## config.mk

```make
export PLATFORM = sky130hd
export DESIGN_NAME = pep_mmacc_boram_rd_arb
export DESIGN_NICKNAME = d
export VERILOG_FILES = /design/src/rtl/pep_mmacc_boram_rd_arb.sv
export SDC_FILE = /design/constraint.sdc
export NUM_CORES = 1
export LEC_CHECK = 0
export CAP_MARGIN = 20
export CORE_MARGIN = 2
export CORE_UTILIZATION = 29
export DETAILED_ROUTE_END_ITERATION = 16
export PLACE_DENSITY = 0.75
export SYNTH_ARGS = -nofsm -noshare
export SYNTH_HDL_FRONTEND = slang
export SYNTH_SLANG_ARGS = --single-unit
```

## constraint.sdc

```tcl
create_clock -name clk -period 2.2 [get_ports clk]
set_input_delay 0.33 -clock clk [delete_from_list [all_inputs] [get_ports clk]]
set_output_delay 0.33 -clock clk [all_outputs]
set_load 0.01 [all_outputs]
```

## src/rtl/pep_mmacc_boram_rd_arb.sv

```systemverilog
// ============================================================================
// Module      : pep_mmacc_boram_rd_arb
// Description : Round-robin read arbiter for the MMACC body RAM with in-order
//               response routing through a tag FIFO.
// Revision    : 1.0 - initial release
// ============================================================================
`default_nettype none

package pep_common_param_pkg;
    localparam int PID_W = 7;
endpackage

package param_tfhe_pkg;
    localparam int LWE_COEF_W = 32;
endpackage

module pep_mmacc_boram_rd_arb
    import pep_common_param_pkg::*;
    import param_tfhe_pkg::*;
#(
    parameter int NREQ      = 2,
    parameter int TAG_DEPTH = 4
) (
    input  logic                           clk,
    input  logic                           s_rst_n,

    input  logic [NREQ-1:0][PID_W-1:0]     req_pid,
    input  logic [NREQ-1:0]                req_parity,
    input  logic [NREQ-1:0]                req_vld,
    output logic [NREQ-1:0]                req_rdy,

    output logic [PID_W-1:0]               boram_rd_pid,
    output logic                           boram_rd_parity,
    output logic                           boram_rd_vld,
    input  logic                           boram_rd_rdy,

    input  logic [LWE_COEF_W-1:0]          boram_sxt_data,
    input  logic                           boram_sxt_data_vld,
    output logic                           boram_sxt_data_rdy,

    output logic [LWE_COEF_W-1:0]          rsp_data,
    output logic [NREQ-1:0]                rsp_vld,
    input  logic [NREQ-1:0]                rsp_rdy,

    output logic [$clog2(TAG_DEPTH):0]     outstd_cnt,
    output logic                           err_orphan
);

    localparam int IDX_W  = $clog2(NREQ);
    localparam int TAG_AW = $clog2(TAG_DEPTH);
    localparam int CNT_W  = TAG_AW + 1;

    logic [IDX_W-1:0]                  rr_ptr_q,   rr_ptr_d;
    logic                              lock_vld_q, lock_vld_d;
    logic [IDX_W-1:0]                  lock_idx_q, lock_idx_d;
    logic [TAG_DEPTH-1:0][IDX_W-1:0]   tag_mem_q,  tag_mem_d;
    logic [TAG_AW-1:0]                 wr_ptr_q,   wr_ptr_d;
    logic [TAG_AW-1:0]                 rd_ptr_q,   rd_ptr_d;
    logic [CNT_W-1:0]                  cnt_q,      cnt_d;
    logic                              err_q,      err_d;

    logic                              grant_found;
    logic [IDX_W-1:0]                  grant_idx;
    logic                              issue;
    logic                              pop;
    logic                              tag_empty;
    logic [IDX_W-1:0]                  head_idx;
    int                                cand;

    // A pending (locked) request keeps its grant; otherwise search from rr_ptr.
    always_comb begin
        grant_found = 1'b0;
        grant_idx   = '0;
        cand        = 0;
        if (lock_vld_q) begin
            grant_found = 1'b1;
            grant_idx   = lock_idx_q;
        end else begin
            for (int k = 0; k < NREQ; k++) begin
                cand = int'(rr_ptr_q) + k;
                if (cand >= NREQ) begin
                    cand = cand - NREQ;
                end
                if (!grant_found && req_vld[cand[IDX_W-1:0]]) begin
                    grant_found = 1'b1;
                    grant_idx   = cand[IDX_W-1:0];
                end
            end
        end
    end

    assign tag_empty       = (cnt_q == '0);
    assign head_idx        = tag_mem_q[rd_ptr_q];

    assign boram_rd_vld    = grant_found && (cnt_q < CNT_W'(TAG_DEPTH));
    assign boram_rd_pid    = req_pid[grant_idx];
    assign boram_rd_parity = req_parity[grant_idx];
    assign issue           = boram_rd_vld && boram_rd_rdy;

    assign boram_sxt_data_rdy = !tag_empty && rsp_rdy[head_idx];
    assign pop                = boram_sxt_data_vld && boram_sxt_data_rdy;
    assign rsp_data           = boram_sxt_data;

    always_comb begin
        req_rdy = '0;
        rsp_vld = '0;
        if (issue) begin
            req_rdy[grant_idx] = 1'b1;
        end
        if (!tag_empty) begin
            rsp_vld[head_idx] = boram_sxt_data_vld;
        end
    end

    always_comb begin
        rr_ptr_d   = rr_ptr_q;
        lock_vld_d = lock_vld_q;
        lock_idx_d = lock_idx_q;
        tag_mem_d  = tag_mem_q;
        wr_ptr_d   = wr_ptr_q;
        rd_ptr_d   = rd_ptr_q;
        cnt_d      = cnt_q;
        err_d      = err_q || (boram_sxt_data_vld && tag_empty);

        if (issue) begin
            rr_ptr_d            = (grant_idx == IDX_W'(NREQ - 1)) ? '0 : grant_idx + 1'b1;
            lock_vld_d          = 1'b0;
            tag_mem_d[wr_ptr_q] = grant_idx;
            wr_ptr_d            = wr_ptr_q + 1'b1;
        end else if (boram_rd_vld) begin
            lock_vld_d = 1'b1;
            lock_idx_d = grant_idx;
        end

        if (pop) begin
            rd_ptr_d = rd_ptr_q + 1'b1;
        end

        case ({issue, pop})
            2'b10:   cnt_d = cnt_q + 1'b1;
            2'b01:   cnt_d = cnt_q - 1'b1;
            default: cnt_d = cnt_q;
        endcase
    end

    always_ff @(posedge clk) begin
        if (!s_rst_n) begin
            rr_ptr_q   <= '0;
            lock_vld_q <= 1'b0;
            lock_idx_q <= '0;
            tag_mem_q  <= '0;
            wr_ptr_q   <= '0;
            rd_ptr_q   <= '0;
            cnt_q      <= '0;
            err_q      <= 1'b0;
        end else begin
            rr_ptr_q   <= rr_ptr_d;
            lock_vld_q <= lock_vld_d;
            lock_idx_q <= lock_idx_d;
            tag_mem_q  <= tag_mem_d;
            wr_ptr_q   <= wr_ptr_d;
            rd_ptr_q   <= rd_ptr_d;
            cnt_q      <= cnt_d;
            err_q      <= err_d;
        end
    end

    assign outstd_cnt = cnt_q;
    assign err_orphan = err_q;

`ifndef SYNTHESIS
    generate
        for (genvar i = 0; i < NREQ; i++) begin : g_req_stable
            a_req_stable : assert property (@(posedge clk) disable iff (!s_rst_n)
                (req_vld[i] && !req_rdy[i]) |=> ($stable(req_pid[i]) && $stable(req_parity[i])));
        end
    endgenerate

    a_no_pop_empty : assert property (@(posedge clk) disable iff (!s_rst_n)
        !(pop && tag_empty));
    a_no_push_full : assert property (@(posedge clk) disable iff (!s_rst_n)
        !(issue && (cnt_q == CNT_W'(TAG_DEPTH))));
`endif

endmodule

`default_nettype wire

```

== Word-level counts from Yosys, hierarchy flattened ==
Index checks and enable logic that the tools add are counted.

* Input bits: 56
* Flip-flop bits (word level): 15
* Output and inout port bits: 50
* Logic and storage cells: 86

* Eq/ne operators: 2
* Muxes and demuxes: 34
* $add $sub $neg: 8
* Reductions and logical operators: 16
* Bitwise logic cells: 3
* $lt $le $gt $ge: 12

{| class="wikitable"
|+ Operators with widths
! cell !! number
|-
| $mux W1 || 24
|-
| $mux W7 || 2
|-
| $logic_and A1 B1 Y1 || 9
|-
| $lt A1 B2 Y1 const B || 4
|-
| $lt A2 B3 Y1 const B || 2
|-
| $pmux W3 S2 || 1
|-
| $add A2 B1 Y2 const B || 2
|-
| $bwmux W4 || 1
|-
| $mux W2 || 2
|-
| $add A3 B1 Y3 const B || 1
|-
| $logic_not A3 Y1 || 1
|-
| $lt A3 B3 Y1 const B || 1
|-
| $sub A3 B1 Y3 const B || 1
|-
| $add A1 B1 Y2 const B || 1
|-
| $and A2 B2 Y2 || 1
|-
| $bmux W1 S2 || 1
|-
| $demux W1 S1 || 2
|-
| $demux W1 S2 || 1
|-
| $eq A2 B1 Y1 const B || 1
|-
| $eq A2 B2 Y1 const B || 1
|-
| $ge A1 B1 Y1 const B || 2
|-
| $ge A1 B2 Y1 const B || 1
|-
| $ge A2 B1 Y1 const B || 1
|-
| $ge A2 B2 Y1 const B || 1
|-
| 8 further kinds || 11
|}

== Logic depth before layout (Yosys ltp) ==
* Word-level depth: 16
* Mapped depth: 10
* Gate-level depth less buffers: 10

== Worst setup path before layout ==
Ideal clock, no wire load.

* Path type: register to register
* Start point: register rd_ptr_q[1]
* End point: register cnt_q[2] (netlist: outstd_cnt[2])
* Data arrival time: 2153 ps
* Path buffers: 0
* Data required time: 2124 ps
* Clock period less this slack: 2228 ps
* Setup slack: -28 ps
* Library setup time: 76 ps
* Cell stages (with the launch flop): 11
* Cell sequence: dfxtp_1 mux2i_1 mux2_2 mux2i_1 nor2_1 ha_1 inv_1 fa_1 xor2_1 or3_1 a21boi_0

* Longest elaborated chain between the ends: 8
* Elaborated cells between the ends (all ways): 10
* Those cells by class: eq/ne: 2; mux: 5; reduce/logical: 3

{| class="wikitable"
|+ RTL lines
! element !! line !! text
|-
| start: declaration || 58 || <nowiki>logic [TAG_AW-1:0] rd_ptr_q, rd_ptr_d;</nowiki>
|-
| start signal: assignment || 162 || <nowiki>rd_ptr_q <= rd_ptr_d;</nowiki>
|-
| $bmux W1 S2 * || 93 || <nowiki>assign head_idx = tag_mem_q[rd_ptr_q];</nowiki>
|-
| $mux W1 (not written as such) * || 93 ||
|-
| $mux W1 (not written as such) * (2 in series) || 100 || <nowiki>assign boram_sxt_data_rdy = !tag_empty && rsp_rdy[head_idx];</nowiki>
|-
| $logic_and A1 B1 Y1 * || 100 ||
|-
| $logic_and A1 B1 Y1 * || 101 || <nowiki>assign pop = boram_sxt_data_vld && boram_sxt_data_rdy;</nowiki>
|-
| named net pop || 65 || <nowiki>logic pop;</nowiki>
|-
| $eq A2 B1 Y1 or $eq A2 B2 Y1 (tied branches) || 139 || <nowiki>case ({issue, pop})</nowiki>
|-
| $pmux W3 S2 or $reduce_bool A2 Y1 (tied branches) || -- ||
|-
| end signal: assignment || 163 || <nowiki>cnt_q <= cnt_d;</nowiki>
|-
| end: declaration || 59 || <nowiki>logic [CNT_W-1:0] cnt_q, cnt_d;</nowiki>
|}

Mark *: on every way through the listed nets, which the timed path passes. The rest lies on a longest branch. The select of a mux whose other input is x is not followed.
A chain may end at the register's enable or synchronous reset.

== Worst setup path after layout ==
Same ends and word-level chain as after synthesis.

==> metrics.log <==
INFO  metric number_of_enable_type_register_cells_in_the_synthesized_netlist = 0
INFO  metric vias_in_the_first_global_route = ~930
INFO  metric tightestPinTransition = between 0.4 and 0.5 ns
INFO  metric grt_first_pass_wirelength = 3880 um
INFO  metric finalHoldViolations = 0
INFO  metric drt_iter0_markers = 25
INFO  metric timing.hold.worst_endpoint = err_orphan
INFO  metric fin_worst_skew = just under 0.003 ns
INFO  metric synth_top_cells_by_area = sky130_fd_sc_hd__dfxtp_1 25%, sky130_fd_sc_hd__buf_4 20%, sky130_fd_sc_hd__mux2i_1 7.4%
INFO  metric period_minus_slack = between 2 and 2.5 ns
INFO  metric finalWorstSetupSlack = -0.110 ns
INFO  metric die_w = just under 70 um
INFO  metric areaGrowthSynthToFinish = 39.1%
INFO  metric timing.hold.worst.start = err_orphan
INFO  metric drc_errors = 0
INFO  metric drtPass1Iterations = 2
INFO  metric dp_slack = -0.321 ns
INFO  metric fp.coreArea = roughly 4000 um2
INFO  metric htreeDepth = 1
INFO  metric holdWs = approximately 0.50 ns
INFO  metric leakage = 0.758 nW
INFO  metric setup-violations-final = 1
INFO  metric timing.reg2reg.worst_path_depth = 10
INFO  metric port_buffers = 41
INFO  metric fillCellCount = between 400 and 500
INFO  metric hpwl = ~1800 um
INFO  metric synth_area = ~1200 um2
INFO  metric syn-num-nets = 194
INFO  metric synth-compound-area-share = between 10% and 20%
INFO  metric postSynthCellCount = around 130
INFO  metric yosys-top-cells-count = 33 x sky130_fd_sc_hd__buf_4, 15 x sky130_fd_sc_hd__dfxtp_1, 9 x sky130_fd_sc_hd__mux2i_1, 8 x sky130_fd_sc_hd__inv_1
INFO  metric cts.sinks = 15
INFO  metric synth_top_cell_area_share = between 20% and 30%
INFO  metric initial_core_util = between 30% and 40%
INFO  metric min_path_cells = 2
INFO  metric rows = 23
INFO  metric dominant_combinational_cell_family_by_area_after_synthesis = buffers and inverters
INFO  metric worst_ep_required_time = around 2.4 ns
INFO  metric cts_max_path_buffers = 2
INFO  metric synth.ff_latch_count = 15
INFO  metric yosysWarnings = 0
INFO  metric fin_cells = around 220
INFO  metric critical_path.endpoint_type = register
INFO  metric count_of_maximum_capacitance_violations = 0
INFO  metric cpMostUsedCell = sky130_fd_sc_hd__mux2i_2
INFO  metric postRouteAntennaNets = 0
INFO  metric critical_path.reg2reg.endpoint = outstd_cnt[2]
INFO  metric synth_adder_area_share = ~6.7%
INFO  metric cts_tree = done
INFO  metric fmax = 0.433 GHz
INFO  metric worst-setup-path-type = register to register
INFO  metric ff2ff_setup_slack = -0.11 ns
INFO  metric grtUsageTotal = between 10% and 20%
INFO  metric critical_path.cell_chain = mux2i_2 > mux2_4 > mux2i_2 > nor2_2 > ha_2 > inv_2 > fa_2 > xor2_1 > or3_1 > a21boi_1
INFO  metric timing.hold.worst.class = register to register
INFO  metric muxShareOfSynthArea = between 10% and 20%
INFO  metric synthFlopType = sky130_fd_sc_hd__dfxtp_1
INFO  metric startpoint_type = register
INFO  metric detailroute.via_count = approximately 960
INFO  metric wire_per_inst = 10.8 um
INFO  metric finish.utilization = 42.3%
INFO  metric die_area = ~4800 um2
INFO  metric initial_antenna_violation_count = 0
INFO  metric timing.critical_path.arrival = between 2 and 2.5 ns
INFO  metric numPlacedInstances = around 210
INFO  metric cpPeakStageDelay = ~0.36 ns
INFO  metric syn_area_per_cell = ~9.3 um2
INFO  metric ioPinCount = about 110
INFO  metric final.period_utilization = 105%
INFO  metric layout.nets = approximately 230
INFO  metric vdd_drop_max = 0.000225 V
INFO  metric grt.overflow.total = 0
INFO  metric ys_async_sr_fraction = 0%
INFO  metric maximum_number_of_pins_on_one_net_before_global_route_repair = 17
INFO  metric clk_transition_reported_paths = ~0.06 ns
INFO  metric insertedDiodeCount = 0
INFO  metric run_status = finished, violations left
INFO  metric violations_in_the_final_reports = negative setup slack
INFO  metric synthXorXnorAreaFrac = between 2 and 2.5%
INFO  metric synth_seq_area_share = roughly 25%
INFO  metric clock_insertion_delay_worst_skew = 0.25 ns
INFO  metric cp_max_fo = 3
INFO  metric routed_wl = 2320 um
INFO  metric timing.max_slew.rel_slack = 68.5%
INFO  metric beginning_of_the_worst_register_to_register_path = rd_ptr_q[1]
INFO  metric place_congestion = 0.683
INFO  metric slew_viol_final = 0
INFO  metric cpMaxStageDelayCell = sky130_fd_sc_hd__dfxtp_4
INFO  metric fin_setup_tns = -0.110 ns
INFO  metric chipHeight = 69.0 um
INFO  metric yosysUniqueCellTypes = 33
INFO  metric power_per_cell_area = around 570 nW/um2
INFO  metric cts-buffers-inserted = 3
INFO  metric synth_simple_gate_area_share = between 15 and 20%
INFO  metric rsz0062_at_grt = yes
INFO  metric most_common_cell_in_the_synthesized_netlist = sky130_fd_sc_hd__buf_4
INFO  metric cts_root_buf = sky130_fd_sc_hd__clkbuf_8
INFO  metric synth_top_area_cell = sky130_fd_sc_hd__dfxtp_1
INFO  metric cts_hold_buf = 0
INFO  metric post_route_cells_drive_above_1_share = about 33%
INFO  metric route.detailed.vias_per_inst = about 4.5
## state kept, by name, indices dropped and copies added, names as in the netlist
| signal | cells |
|---|---|
| err_orphan | 1 |
| lock_idx_q | 1 |
| lock_vld_q | 1 |
| outstd_cnt | 3 |
| rd_ptr_q | 2 |
| rr_ptr_q | 1 |
| tag_mem_q | 4 |
| wr_ptr_q | 2 |
## critical path: cells and delay by family (launching register included)
family / cells / cell delay [ns]
flip-flops: 1 / 0.36
buffers and inverters: 1 / 0.04
XOR/XNOR: 1 / 0.15
multiplexers: 3 / 0.61
AND/OR/NAND/NOR: 2 / 0.44
AO/OA/AOI/OAI: 1 / 0.12
adder cells (fa/ha/maj): 2 / 0.52
## routing by layer
| layer | share of wire, % | track usage, % | wire (um) |
|---|---|---|---|
| met2 | 50 | 19.6 | 1160 |
| met3 | 9.7 | 3.90 | 224 |
| met5 | 0 | 0 | 0 |
| met1 | 39 | 11.4 | 907 |
| met4 | 1.3 | 5.15 | 30 |
## layout by cell type (no fill, tap or decap), types with 2 or more instances in the layout
cell / synthesis / final
sky130_fd_sc_hd__clkdlybuf4s50_1: 0 / 26
sky130_fd_sc_hd__buf_4: 33 / 19
sky130_fd_sc_hd__dfxtp_1: 15 / 14
sky130_fd_sc_hd__inv_1: 8 / 6
sky130_fd_sc_hd__mux2i_1: 9 / 6
sky130_fd_sc_hd__nor2b_1: 6 / 5
sky130_fd_sc_hd__mux2_2: 6 / 5
sky130_fd_sc_hd__and2_1: 5 / 5
sky130_fd_sc_hd__dlygate4sd2_1: 0 / 5
sky130_fd_sc_hd__nor2_1: 5 / 4
sky130_fd_sc_hd__nand3_1: 4 / 4
sky130_fd_sc_hd__ha_1: 5 / 4
sky130_fd_sc_hd__dlymetal6s2s_1: 0 / 4
sky130_fd_sc_hd__buf_6: 1 / 4
sky130_fd_sc_hd__mux2i_2: 0 / 3
sky130_fd_sc_hd__nand2_1: 3 / 3
sky130_fd_sc_hd__mux2_1: 3 / 3
sky130_fd_sc_hd__a21boi_1: 2 / 3
sky130_fd_sc_hd__clkbuf_8: 0 / 3
sky130_fd_sc_hd__clkdlybuf4s15_1: 0 / 3
sky130_fd_sc_hd__nor3_1: 2 / 2
sky130_fd_sc_hd__nand2b_1: 2 / 2
sky130_fd_sc_hd__inv_2: 0 / 2
sky130_fd_sc_hd__a21oi_1: 2 / 2
sky130_fd_sc_hd__a21bo_1: 2 / 2
sky130_fd_sc_hd__a21boi_2: 2 / 2
sky130_fd_sc_hd__a21bo_2: 2 / 2
sky130_fd_sc_hd__o21ai_0: 2 / 2
sky130_fd_sc_hd__xnor2_1: 2 / 2
sky130_fd_sc_hd__clkdlybuf4s15_2: 0 / 2
## stage by stage
stage | total power (W) | cell area (um2)
6_report | 0.000975 | 1700
3_3_place_gp | 0.000742 | 1580
3_5_place_dp | 0.000753 | 1580
4_1_cts | 0.000987 | 1660
2_1_floorplan | 0.000596 | 1230
5_1_grt | 0.00105 | 1700
## final cells by class
| type | instances | area, um2 | area share, % |
|---|---|---|---|
| Clock inverter | 1 | 5.00 | 0.294 |
| Multi-Input combinational cell | 74 | 662 | 38.8 |
| Sequential cell | 15 | 304 | 17.8 |
| Inverter | 8 | 30.0 | 1.76 |
| Timing Repair Buffer | 64 | 599 | 35.2 |
| Clock buffer | 3 | 41.3 | 2.42 |
| Tap cell | 50 | 62.6 | 3.67 |
## where the power goes
group / leakage [nW] / switching [W] / internal [W]
Combinational: 0.610 / 0.000172 / 0.000255
Sequential: 0.123 / 0.0000225 / 0.000302
Clock: 0.0255 / 0.0000990 / 0.000125
## cells by family (layout without fill, tap and decap cells)
| family | after synthesis | in the layout |
|---|---|---|
| AO/OA/AOI/OAI | 15 | 15 |
| XOR/XNOR | 3 | 3 |
| AND/OR/NAND/NOR | 32 | 32 |
| flip-flops | 15 | 15 |
| buffers and inverters | 43 | 76 |
| adder cells (fa/ha/maj) | 6 | 6 |
| multiplexers | 18 | 18 |
## worst max path at each step
stage | from | endpoint | slack [ns] | cells past startpoint
after detailed placement | req_vld[1] | outstd_cnt[2] | -0.32 | 10
after global routing | rd_ptr_q[1] | outstd_cnt[2] | -0.23 | 10
final | rd_ptr_q[1] | outstd_cnt[2] | -0.11 | 10
after floorplan | rd_ptr_q[1] | outstd_cnt[2] | 0.007 | 10
after CTS | rd_ptr_q[1] | outstd_cnt[2] | -0.11 | 10
after global placement | req_vld[1] | boram_rd_pid[3] | -0.27 | 6
## repair_timing
item,in CTS,in global routing
setup buffers,2,2
endpoints found under the setup margin,12,9
resized for setup,32,9
pin swaps,4,2
Power figures use the tool's default switching activity.
